<file path="config.mk">
export PLATFORM = sky130hd
export DESIGN_NAME = parity_arbiter_flat
export DESIGN_NICKNAME = d
export VERILOG_FILES = /design/src/rtl/parity_arbiter_if.sv /design/src/rtl/parity_arbiter.sv /design/src/flat_wrapper.sv
export SDC_FILE = /design/constraint.sdc
export NUM_CORES = 1
export LEC_CHECK = 0
export BUFFER_PORTS_ARGS = -buffer_cell sky130_fd_sc_hd__buf_2
export CAP_MARGIN = 30
export CELL_PAD_IN_SITES_DETAIL_PLACEMENT = 1
export CELL_PAD_IN_SITES_GLOBAL_PLACEMENT = 1
export CORE_UTILIZATION = 35
export CTS_CLUSTER_DIAMETER = 80
export DETAILED_ROUTE_END_ITERATION = 10
export GPL_TIMING_DRIVEN = 1
export HOLD_SLACK_MARGIN = 0.1
export PLACE_DENSITY_LB_ADDON = 0.1
export SKIP_LAST_GASP = 1
export SYNTH_ARGS = -nofsm -noshare
export SYNTH_HDL_FRONTEND = slang
export SYNTH_SLANG_ARGS = --single-unit
</file>
<file path="constraint.sdc">
create_clock -name clk -period 3 [get_ports clk]
set_clock_uncertainty 0.1 [all_clocks]
set_input_delay 0.6 -clock clk [delete_from_list [all_inputs] [get_ports clk]]
set_output_delay 0.6 -clock clk [all_outputs]
set_load 0.005 [all_outputs]
</file>
<file path="src/rtl/parity_arbiter_if.sv">
// parity_arbiter_if: request/result bus of the packet parity arbiter.
//   in_valid/in_data/in_last : per-requester byte stream (requester i at
//                              in_data[i*DATA_W +: DATA_W])
//   in_ready                 : per-requester byte accept
//   res_valid/res_ready      : result handshake
//   res_parity/res_id/res_len: packet parity, owner index, byte count
// master = requester/consumer side, slave = arbiter side.
interface parity_arbiter_if #(
  parameter int N_REQ  = 3,
  parameter int DATA_W = 8
);
  logic [N_REQ-1:0]        in_valid;
  logic [N_REQ*DATA_W-1:0] in_data;
  logic [N_REQ-1:0]        in_last;
  logic [N_REQ-1:0]        in_ready;
  logic                    res_valid;
  logic                    res_ready;
  logic                    res_parity;
  logic [1:0]              res_id;
  logic [7:0]              res_len;

  modport master (
    output in_valid, in_data, in_last, res_ready,
    input  in_ready, res_valid, res_parity, res_id, res_len
  );

  modport slave (
    input  in_valid, in_data, in_last, res_ready,
    output in_ready, res_valid, res_parity, res_id, res_len
  );
endinterface

</file>
<file path="src/rtl/parity_arbiter.sv">
// parity_arbiter: round-robin arbiter that grants one requester at a time,
// accumulates the XOR parity and length of its packet, and presents the
// result on a valid/ready handshake.
//   clk   : single clock, rising edge
//   rst_n : synchronous active-low reset
//   bus   : parity_arbiter_if slave modport (request streams + result)
// All outputs are driven straight from registers.
module parity_arbiter #(
  parameter int N_REQ  = 3,
  parameter int DATA_W = 8
) (
  input  logic              clk,
  input  logic              rst_n,
  parity_arbiter_if.slave   bus
);

  typedef enum logic [1:0] {
    IDLE  = 2'd0,
    ACCUM = 2'd1,
    DONE  = 2'd2
  } state_t;

  state_t             state_r, state_s;
  logic [1:0]         grant_r, grant_s;
  logic [1:0]         last_grant_r, last_grant_s;
  logic               acc_r, acc_s;
  logic [7:0]         len_r, len_s;
  logic [N_REQ-1:0]   in_ready_r, in_ready_s;
  logic               res_valid_r, res_valid_s;
  logic               res_parity_r, res_parity_s;
  logic [1:0]         res_id_r, res_id_s;
  logic [7:0]         res_len_r, res_len_s;

  logic [1:0]         rr_pick_s;
  logic               any_valid_s;
  logic               accept_s;
  logic [DATA_W-1:0]  byte_s;
  logic               acc_nxt_s;
  logic [7:0]         len_nxt_s;

  function automatic logic parity_f(input logic [DATA_W-1:0] d);
    return ^d;
  endfunction

  function automatic logic [7:0] sat_inc_f(input logic [7:0] v);
    return (v == 8'd255) ? 8'd255 : v + 8'd1;
  endfunction

  function automatic logic [N_REQ-1:0] onehot_f(input logic [1:0] idx);
    logic [N_REQ-1:0] oh;
    oh      = {N_REQ{1'b0}};
    oh[idx] = 1'b1;
    return oh;
  endfunction

  // Round-robin pick: walk offsets from farthest to nearest so the nearest
  // valid requester after last_grant is the one left standing.
  always_comb begin
    int idx_v;
    rr_pick_s = last_grant_r;
    idx_v     = 0;
    for (int k = N_REQ - 1; k >= 0; k--) begin
      idx_v = (int'(last_grant_r) + 32'sd1 + k) % N_REQ;
      if (bus.in_valid[idx_v]) begin
        rr_pick_s = 2'(idx_v);
      end else begin
        rr_pick_s = rr_pick_s;
      end
    end
  end

  // Datapath helpers for the granted requester's current byte.
  always_comb begin
    any_valid_s = |bus.in_valid;
    byte_s      = bus.in_data[int'(grant_r)*DATA_W +: DATA_W];
    accept_s    = (state_r == ACCUM) && bus.in_valid[grant_r] && in_ready_r[grant_r];
    acc_nxt_s   = acc_r ^ parity_f(byte_s);
    len_nxt_s   = sat_inc_f(len_r);
  end

  // Next-state and next-output logic; everything holds unless changed.
  always_comb begin
    state_s      = state_r;
    grant_s      = grant_r;
    last_grant_s = last_grant_r;
    acc_s        = acc_r;
    len_s        = len_r;
    in_ready_s   = in_ready_r;
    res_valid_s  = res_valid_r;
    res_parity_s = res_parity_r;
    res_id_s     = res_id_r;
    res_len_s    = res_len_r;
    case (state_r)
      IDLE: begin
        if (any_valid_s) begin
          grant_s    = rr_pick_s;
          in_ready_s = onehot_f(rr_pick_s);
          state_s    = ACCUM;
        end else begin
          in_ready_s = {N_REQ{1'b0}};
        end
      end
      ACCUM: begin
        if (accept_s) begin
          acc_s = acc_nxt_s;
          len_s = len_nxt_s;
          if (bus.in_last[grant_r]) begin
            // Result registers load on the same edge so res_valid rises
            // the cycle after the last byte is accepted.
            state_s      = DONE;
            in_ready_s   = {N_REQ{1'b0}};
            res_valid_s  = 1'b1;
            res_parity_s = acc_nxt_s;
            res_id_s     = grant_r;
            res_len_s    = len_nxt_s;
          end else begin
            state_s = ACCUM;
          end
        end else begin
          state_s = ACCUM;
        end
      end
      DONE: begin
        if (bus.res_ready) begin
          last_grant_s = grant_r;
          acc_s        = 1'b0;
          len_s        = 8'd0;
          state_s      = IDLE;
          res_valid_s  = 1'b0;
          res_parity_s = 1'b0;
          res_id_s     = 2'd0;
          res_len_s    = 8'd0;
        end else begin
          state_s = DONE;
        end
      end
      default: begin
        state_s     = IDLE;
        in_ready_s  = {N_REQ{1'b0}};
        res_valid_s = 1'b0;
      end
    endcase
  end

  // State and output registers with synchronous active-low reset.
  always_ff @(posedge clk) begin
    if (!rst_n) begin
      state_r      <= IDLE;
      grant_r      <= 2'd0;
      last_grant_r <= 2'(N_REQ - 1);
      acc_r        <= 1'b0;
      len_r        <= 8'd0;
      in_ready_r   <= {N_REQ{1'b0}};
      res_valid_r  <= 1'b0;
      res_parity_r <= 1'b0;
      res_id_r     <= 2'd0;
      res_len_r    <= 8'd0;
    end else begin
      state_r      <= state_s;
      grant_r      <= grant_s;
      last_grant_r <= last_grant_s;
      acc_r        <= acc_s;
      len_r        <= len_s;
      in_ready_r   <= in_ready_s;
      res_valid_r  <= res_valid_s;
      res_parity_r <= res_parity_s;
      res_id_r     <= res_id_s;
      res_len_r    <= res_len_s;
    end
  end

  assign bus.in_ready   = in_ready_r;
  assign bus.res_valid  = res_valid_r;
  assign bus.res_parity = res_parity_r;
  assign bus.res_id     = res_id_r;
  assign bus.res_len    = res_len_r;

endmodule

</file>
<file path="src/flat_wrapper.sv">
// flat-port wrapper written by rule: the top's interface ports become plain ports
module parity_arbiter_flat 
#(
  parameter int N_REQ  = 3,
  parameter int DATA_W = 8
)
  (clk, rst_n, bus_in_valid, bus_in_data, bus_in_last, bus_res_ready, bus_in_ready, bus_res_valid, bus_res_parity, bus_res_id, bus_res_len);
  parity_arbiter_if #(.N_REQ(N_REQ), .DATA_W(DATA_W)) bus_i ();
  input  logic clk;
  input  logic rst_n;
  input wire logic [$bits(bus_i.in_valid)-1:0] bus_in_valid;
  input wire logic [$bits(bus_i.in_data)-1:0] bus_in_data;
  input wire logic [$bits(bus_i.in_last)-1:0] bus_in_last;
  input wire logic [$bits(bus_i.res_ready)-1:0] bus_res_ready;
  output wire logic [$bits(bus_i.in_ready)-1:0] bus_in_ready;
  output wire logic [$bits(bus_i.res_valid)-1:0] bus_res_valid;
  output wire logic [$bits(bus_i.res_parity)-1:0] bus_res_parity;
  output wire logic [$bits(bus_i.res_id)-1:0] bus_res_id;
  output wire logic [$bits(bus_i.res_len)-1:0] bus_res_len;
  assign bus_i.in_valid = bus_in_valid;
  assign bus_i.in_data = bus_in_data;
  assign bus_i.in_last = bus_in_last;
  assign bus_i.res_ready = bus_res_ready;
  assign bus_in_ready = bus_i.in_ready;
  assign bus_res_valid = bus_i.res_valid;
  assign bus_res_parity = bus_i.res_parity;
  assign bus_res_id = bus_i.res_id;
  assign bus_res_len = bus_i.res_len;
  parity_arbiter #(.N_REQ(N_REQ), .DATA_W(DATA_W)) u_core (.clk(clk), .rst_n(rst_n), .bus(bus_i));
endmodule
</file>
==> flow_summary.yaml, run 1 <==
run_status:
  status: "completed"
yosys:
  synth_edf_count: 0
  synth.distinct_cells: 44
  yosysSeqAreaShare: 0.322
  syn_inst: 238
  synth_common_cells: "dfxtp_1 (30), nand2_1 (22), nor2_1 (22)"
  synth_area_leaders: "dfxtp_1 (32%), a21oi_1 (4.8%), nand2_1 (4.4%)"
  synth_fp_nets: 276
  synth.cell_area_sq_um: 1870
  synth_top_area_share: 0.322
  synth_flop_cell: "dfxtp_1"
  ys_seq_elements: 30
  syn_avg_cell_area_sq_um: 7.84
  ys_warn_count: 0
  synth.largest_area_cell: "dfxtp_1"
  synth.most_common_cell: "dfxtp_1"
  async_flop_share: 0
power:
  clockPowerShare: 0.347
  p_per_area_nw_per_um2: 422
  p_seq_frac: 0.453
  switching_share: 0.288
  max-vdd-ir-drop_v: 0.000282
  pwr-share-comb: 0.200
  leakage_nw: 0.952
  p_sw_mw: 0.276
  p_int_mw: 0.684
grt:
  grt_overflow_total: 0
  grt_util_all_layers: 0.190
  grt_max_degree: 25
  grt_pass1_wl_um: 8090
  grt_pass1_vias: 1795
  antenna_found_initial: 0
critical_path:
  path_class: "flip-flop to flip-flop"
  slowest_delay_ns: 0.45
  cp_top_family: "simple AND/OR/NAND/NOR gates"
  rr_startpoint: "u_core.grant_r[0]"
  end_kind: "flip-flop"
  cpMaxStageDelayCell: "or4b_1"
  startpoint_type: "flip-flop"
  r2r-end: "u_core.bus.res_parity"
  r2r_setup_slack_ns: 0.72
  cp-startpoint: "u_core.grant_r[0]"
  cp_num_cells: 6
  ff2ff_path_depth: 6
  worstPathMaxFanout: 13
  cp.required_ns: 3.12
  crit_path_cell_trace: "nand3b_1 -> a2111oi_4 -> o21ai_2 -> nor3_2 -> or4b_1 -> nand3_1"
  path_buf_inv: 0
  crit_arrival_ns: 2.39
detailed_routing:
  wl_per_cell_um: 13.6
  drtPass1Iterations: 4
  via_count: 1885
  drc_errors: 0
  viasPerCell: 5.27
  antenna_left: 0
  wirelength_um: 4860
  first_iter_violations: 52
min_path:
  min_from: "u_core.bus.res_len[1]"
  hold_path_end: "u_core.bus.res_len[1]"
  hp-class: "flip-flop to flip-flop"
  min_path_cells: 2
cells_and_area:
  final_core_util: 0.446
  final_nets: 325
  diodes: 0
  fin_cells: 358
  drive_above_1_share: 0.219
  area_delta_synth_final_pct: 22.1
  filler_cell_count: 657
sta:
  relSlewSlack: 0.532
  tightest_slew_ns: 0.697
  setup_ws_ns: 0.724
  period_minus_slack_ns: 2.28
  period_share: 0.759
  rsz0062_at_grt: "no"
  max_freq_ghz: 0.439
  drv_slew: 0
  tns_ns: 0
  finalSetupViolations: 0
  final_hold_viol_count: 0
placement:
  post-place-ws_ns: 0.547
  dp_hpwl_um: 3610
  gp_congestion: 0.827
  io_buffers: 47
  dp_cells: 350
clock_tree:
  cts_sinks: 30
  cts_hold_buf: 0
  numCtsBuffers: 5
  cts_tree: "built"
  ctsLongestPathBuffers: 2
  cts_root_buf: "clkbuf_8"
  cts_resized: 0
  cts_max_level: 2
  postCtsSetupRepairBufs: 0
  clkTransAtPathRegs_ns: 0.07
  clk_latency_ns: 0.28
floorplanning:
  die-area_sq_um: 5630
  io_pins: 48
  core.rowCount: 26
  die_w_um: 75.0
  start_util: 0.366
  die_h_um: 75.0
  fp.coreArea_sq_um: 5110
job:
  maxCapViolCount: 0
## power groups by stage
stage	clock network (mW)	registers (mW)	logic, mW
CTS	0.346	0.436	0.194
global route	0.368	0.439	0.214
detailed placement	0	0.445	0.192
global placement	0	0.445	0.189
floorplan	0	0.435	0.128
finish	0.333	0.435	0.192
## state kept, by name, indices dropped and copies added (netlist names)
register / count
u_core.bus.res_valid: 1
u_core.bus.res_id: 2
u_core.bus.res_len: 8
u_core.acc_r: 1
u_core.bus.in_ready: 3
u_core.state_r: 2
u_core.bus.res_parity: 1
u_core.grant_r: 2
u_core.len_r: 8
u_core.last_grant_r: 2
## layout by cell type, fill, tap and decap left out, types with 12 or more instances in the layout
master / instances
a21oi_1: 18
buf_2: 47
dfxtp_1: 30
nand2_1: 22
nand3_1: 14
nor2_1: 22
nor2b_1: 12
o21ai_0: 13
## worst reg2reg max path: stages, from the launching register on
cell,delay [ns]
dfxtp_1,0.44
nand3b_1,0.27
a2111oi_4,0.41
o21ai_2,0.25
nor3_2,0.19
or4b_1,0.45
nand3_1,0.10
## cell type report
class,count,area [sq um],area share
multi-input combinational,191,1200,0.527
sequential,30,601,0.264
timing repair buffer,52,273,0.120
tap,70,87.6,0.0384
clock buffer,7,86.3,0.0379
inverter,7,26.3,0.0115
clock inverter,1,5.00,0.00220
## how the worst max path moves through the flow
stage | to | slack, ns
4_1_cts | u_core.bus.res_parity | 0.68
6_report | u_core.bus.res_parity | 0.72
3_3_place_gp | u_core.bus.res_parity | 0.62
2_1_floorplan | u_core.bus.res_parity | 0.87
3_5_place_dp | u_core.bus.res_parity | 0.55
5_1_grt | u_core.bus.in_ready[2] | 0.53
## routing by layer
layer / share of wire / vias up / global-route usage
li1: - / 956 / -
met1: 0.48 / 889 / 0.237
met2: 0.48 / 36 / 0.337
met3: 0.037 / 4 / 0.0361
met4: 0.010 / 0 / 0.0503
met5: 0 / - / 0
## per-stage QoR
step           instance area, sq um  power, mW  hold WS, ns
2_1_floorplan                  1870      0.563        0.353
3_3_place_gp                   2190      0.633        0.359
3_5_place_dp                   2190      0.637        0.360
4_1_cts                        2280      0.976        0.372
5_1_grt                        2280       1.02        0.391
6_report                       2280      0.961        0.368
## cells by family after synthesis
family / Yosys count / share of synthesized area
AOI/OAI and AO/OA: 68 / 0.249
adders and majority gates: 5 / 0.0335
buffers and inverters: 17 / 0.0355
xor gates and xnor gates: 14 / 0.0657
and+or+nand+nor: 98 / 0.262
DFF: 30 / 0.322
muxes: 6 / 0.0328
Power figures use the tool's default switching activity.
==> run 2, diff against run 1 <==
Settings changed: ABC_AREA set to 1, CORE_UTILIZATION 35 to 32.
Clock period 3 ns to 1.87 ns, I/O delays scaled along.
==> run 2 against run 1 <==
Compared with the run above: register-to-register slack got worse by 0.60 ns; clock-buffer cell count did not move; critical path type unchanged; sequential share of layout area fell by 2.0 points; highest routed layer unchanged; combinational power rose to 2.7 times the previous value; die area rose by 14%; synthesized cell count rose by 34%; via count rose by 16%; total power rose by 86%; largest power group unchanged; clock power rose by 61%; cell count rose by 28%.
==> flow_summary.yaml, run 2 <==
yosys:
  synth.distinct_cells: 24
  synth.largest_area_cell: "dfxtp_1"
  synth_common_cells: "nand2_1 (91), inv_1 (55), nand3_1 (31)"
  yosysSeqAreaShare: 0.309
  synth_edf_count: 0
  ys_seq_elements: 30
  async_flop_share: 0
  ys_warn_count: 0
  syn_avg_cell_area_sq_um: 6.11
  synth_flop_cell: "dfxtp_1"
  synth_fp_nets: 356
  synth_top_area_share: 0.309
  syn_inst: 318
  synth_area_leaders: "dfxtp_1 (31%), nand2_1 (18%), inv_1 (11%)"
  synth.most_common_cell: "nand2_1"
  synth.cell_area_sq_um: 1940
grt:
  grtUsageMet1: 0.222
  grt_use_met3: 0.0377
  grt_overflow_total: 0
  grt_pass1_vias: 1995
  grt_util_met2: 0.302
  busiest_layer: "met2"
  antenna_found_initial: 0
  grt_max_degree: 19
  grt_pass1_wl_um: 8820
  grt_util_all_layers: 0.176
min_path:
  hold_path_end: "u_core.state_r[1]"
  min_from: "bus_res_ready"
  min_path_cells: 4
  hp-class: "input port to flip-flop"
clock_tree:
  cts_sinks: 30
  numCtsBuffers: 5
  clkTransAtPathRegs_ns: 0.06
  cts_max_level: 2
  cts_root_buf: "clkbuf_8"
  cts_tree: "built"
  clk_latency_ns: 0.28
  cts_hold_buf: 0
  ctsLongestPathBuffers: 2
critical_path:
  crit_path_cell_trace: "inv_1 -> ha_2 -> inv_1 -> nand2_1 -> nand3_1 -> nand2_1 -> nand2_1 -> o21ai_1 -> o21ai_2 -> nand3_2 -> o21ai_1 -> and2_1"
  path_buf_inv: 2
  cp_top_family: "simple AND/OR/NAND/NOR gates"
  end_kind: "flip-flop"
  r2r-end: "u_core.bus.in_ready[0]"
  rr_startpoint: "u_core.last_grant_r[1]"
  startpoint_type: "flip-flop"
  cpMaxStageDelayCell: "dfxtp_4"
  cp.required_ns: 1.99
  crit_top_cell: "nand2_1"
  worstPathMaxFanout: 4
  slowest_delay_ns: 0.37
  r2r_setup_slack_ns: 0.13
  path_class: "flip-flop to flip-flop"
  crit_arrival_ns: 1.87
  ff2ff_path_depth: 12
power:
  switching_share: 0.336
  p_per_area_nw_per_um2: 718
  p_seq_frac: 0.412
  max-vdd-ir-drop_v: 0.000378
  p_int_mw: 1.19
  pwr-share-comb: 0.290
  p_sw_mw: 0.602
  clockPowerShare: 0.299
  leakage_nw: 1.37
sta:
  drv_slew: 0
  relSlewSlack: 0.681
  period_share: 0.933
  whs_ns: 0.330
  period_minus_slack_ns: 1.74
  max_freq_ghz: 0.573
  finalSetupViolations: 0
  tightest_slew_ns: 0.476
  final_hold_viol_count: 0
placement:
  dp_hpwl_um: 4300
  gp_congestion: 0.816
  io_buffers: 47
  place_area_sq_um: 2330
floorplanning:
  io_pins: 48
  die_h_um: 80.0
  start_util: 0.330
  die_w_um: 80.0
  fp.coreArea_sq_um: 5890
  core.rowCount: 28
  die-area_sq_um: 6390
detailed_routing:
  via_count: 2185
  drtPass1Iterations: 4
  antenna_left: 0
  drc_errors: 0
  wirelength_um: 5340
  wl_per_cell_um: 11.7
  first_iter_violations: 49
  viasPerCell: 4.77
cells_and_area:
  layout_common_cells: "nand2_1 (90), inv_1 (55), buf_2 (47)"
  design_area_sq_um: 2490
  final_common_cell: "nand2_1"
  filler_cell_count: 830
  diodes: 0
  drive_above_1_share: 0.256
  area_delta_synth_final_pct: 28.2
  final_nets: 420
job:
  maxCapViolCount: 0
run_status:
  status: "completed"
-- run 2: how the worst max path moves through the flow --
stage / start / endpoint / slack, ns / cells after the start
2_1_floorplan: u_core.last_grant_r[0] / u_core.bus.in_ready[0] / 0.1 / 10
3_3_place_gp: u_core.last_grant_r[0] / u_core.bus.in_ready[0] / -0.001 / 10
3_5_place_dp: u_core.last_grant_r[0] / u_core.bus.in_ready[0] / -0.14 / 10
4_1_cts: u_core.last_grant_r[1] / u_core.bus.in_ready[0] / 0.009 / 12
5_1_grt: u_core.last_grant_r[1] / u_core.bus.in_ready[0] / -0.03 / 12
6_report: u_core.last_grant_r[1] / u_core.bus.in_ready[0] / 0.13 / 12
-- run 2: power by group through the flow --
stage	Sequential [mW]	Clock, mW	Combinational (mW)
floorplan	0.745	0	0.342
global placement	0.748	0	0.502
CTS	0.736	0.558	0.520
finish	0.737	0.536	0.519
detailed placement	0.751	0	0.515
global route	0.744	0.575	0.606
-- run 2: cell families after synthesis --
family / Yosys count / synth area share
simple gates: 160 / 0.373
compound gates: 59 / 0.158
flops: 30 / 0.309
buf+inv: 63 / 0.124
fa+ha+maj: 5 / 0.0322
xor+xnor: 1 / 0.00451
-- run 2: repair_timing --
item | CTS | global route
endpoints found under the setup margin | 4 | 17
resized for setup | 6 | 11
buffers inserted | 0 | 3
pin swaps | 2 | 3
-- run 2: stage by stage --
stage	worst slack, ns	instances	power (mW)	utilization	TNS [ns]
finish	0.125	458	1.79	0.424	0
global route	-0.0323	458	1.92	0.424	-0.0396
CTS	0.00949	455	1.81	0.415	0
detailed placement	-0.136	447	1.27	0.396	-0.205
global placement	-0.00127	447	1.25	0.396	-0.00127
floorplan	0.0956	318	1.09	-	0
-- run 2: worst min-delay path, cell delays in order --
cell and delay (ns):
buf_2 0.10, nor2_1 0.06, nor2_1 0.10, nor2_1 0.04
-- run 2: layout make-up --
type / instances / area (sq um) / area share
Sequential cell: 30 / 608 / 0.244
Timing Repair Buffer: 60 / 333 / 0.133
Inverter: 60 / 225 / 0.0903
Multi-Input combinational cell: 225 / 1140 / 0.458
Clock buffer: 7 / 86.3 / 0.0346
Tap cell: 75 / 93.8 / 0.0376
Clock inverter: 1 / 5.00 / 0.00201
-- run 2: metal layers --
layer | routed length (um) | share of wire
met2 | 2640 | 0.49
met1 | 2470 | 0.46
met3 | 187 | 0.035
met4 | 40 | 0.0075
met5 | 0 | 0
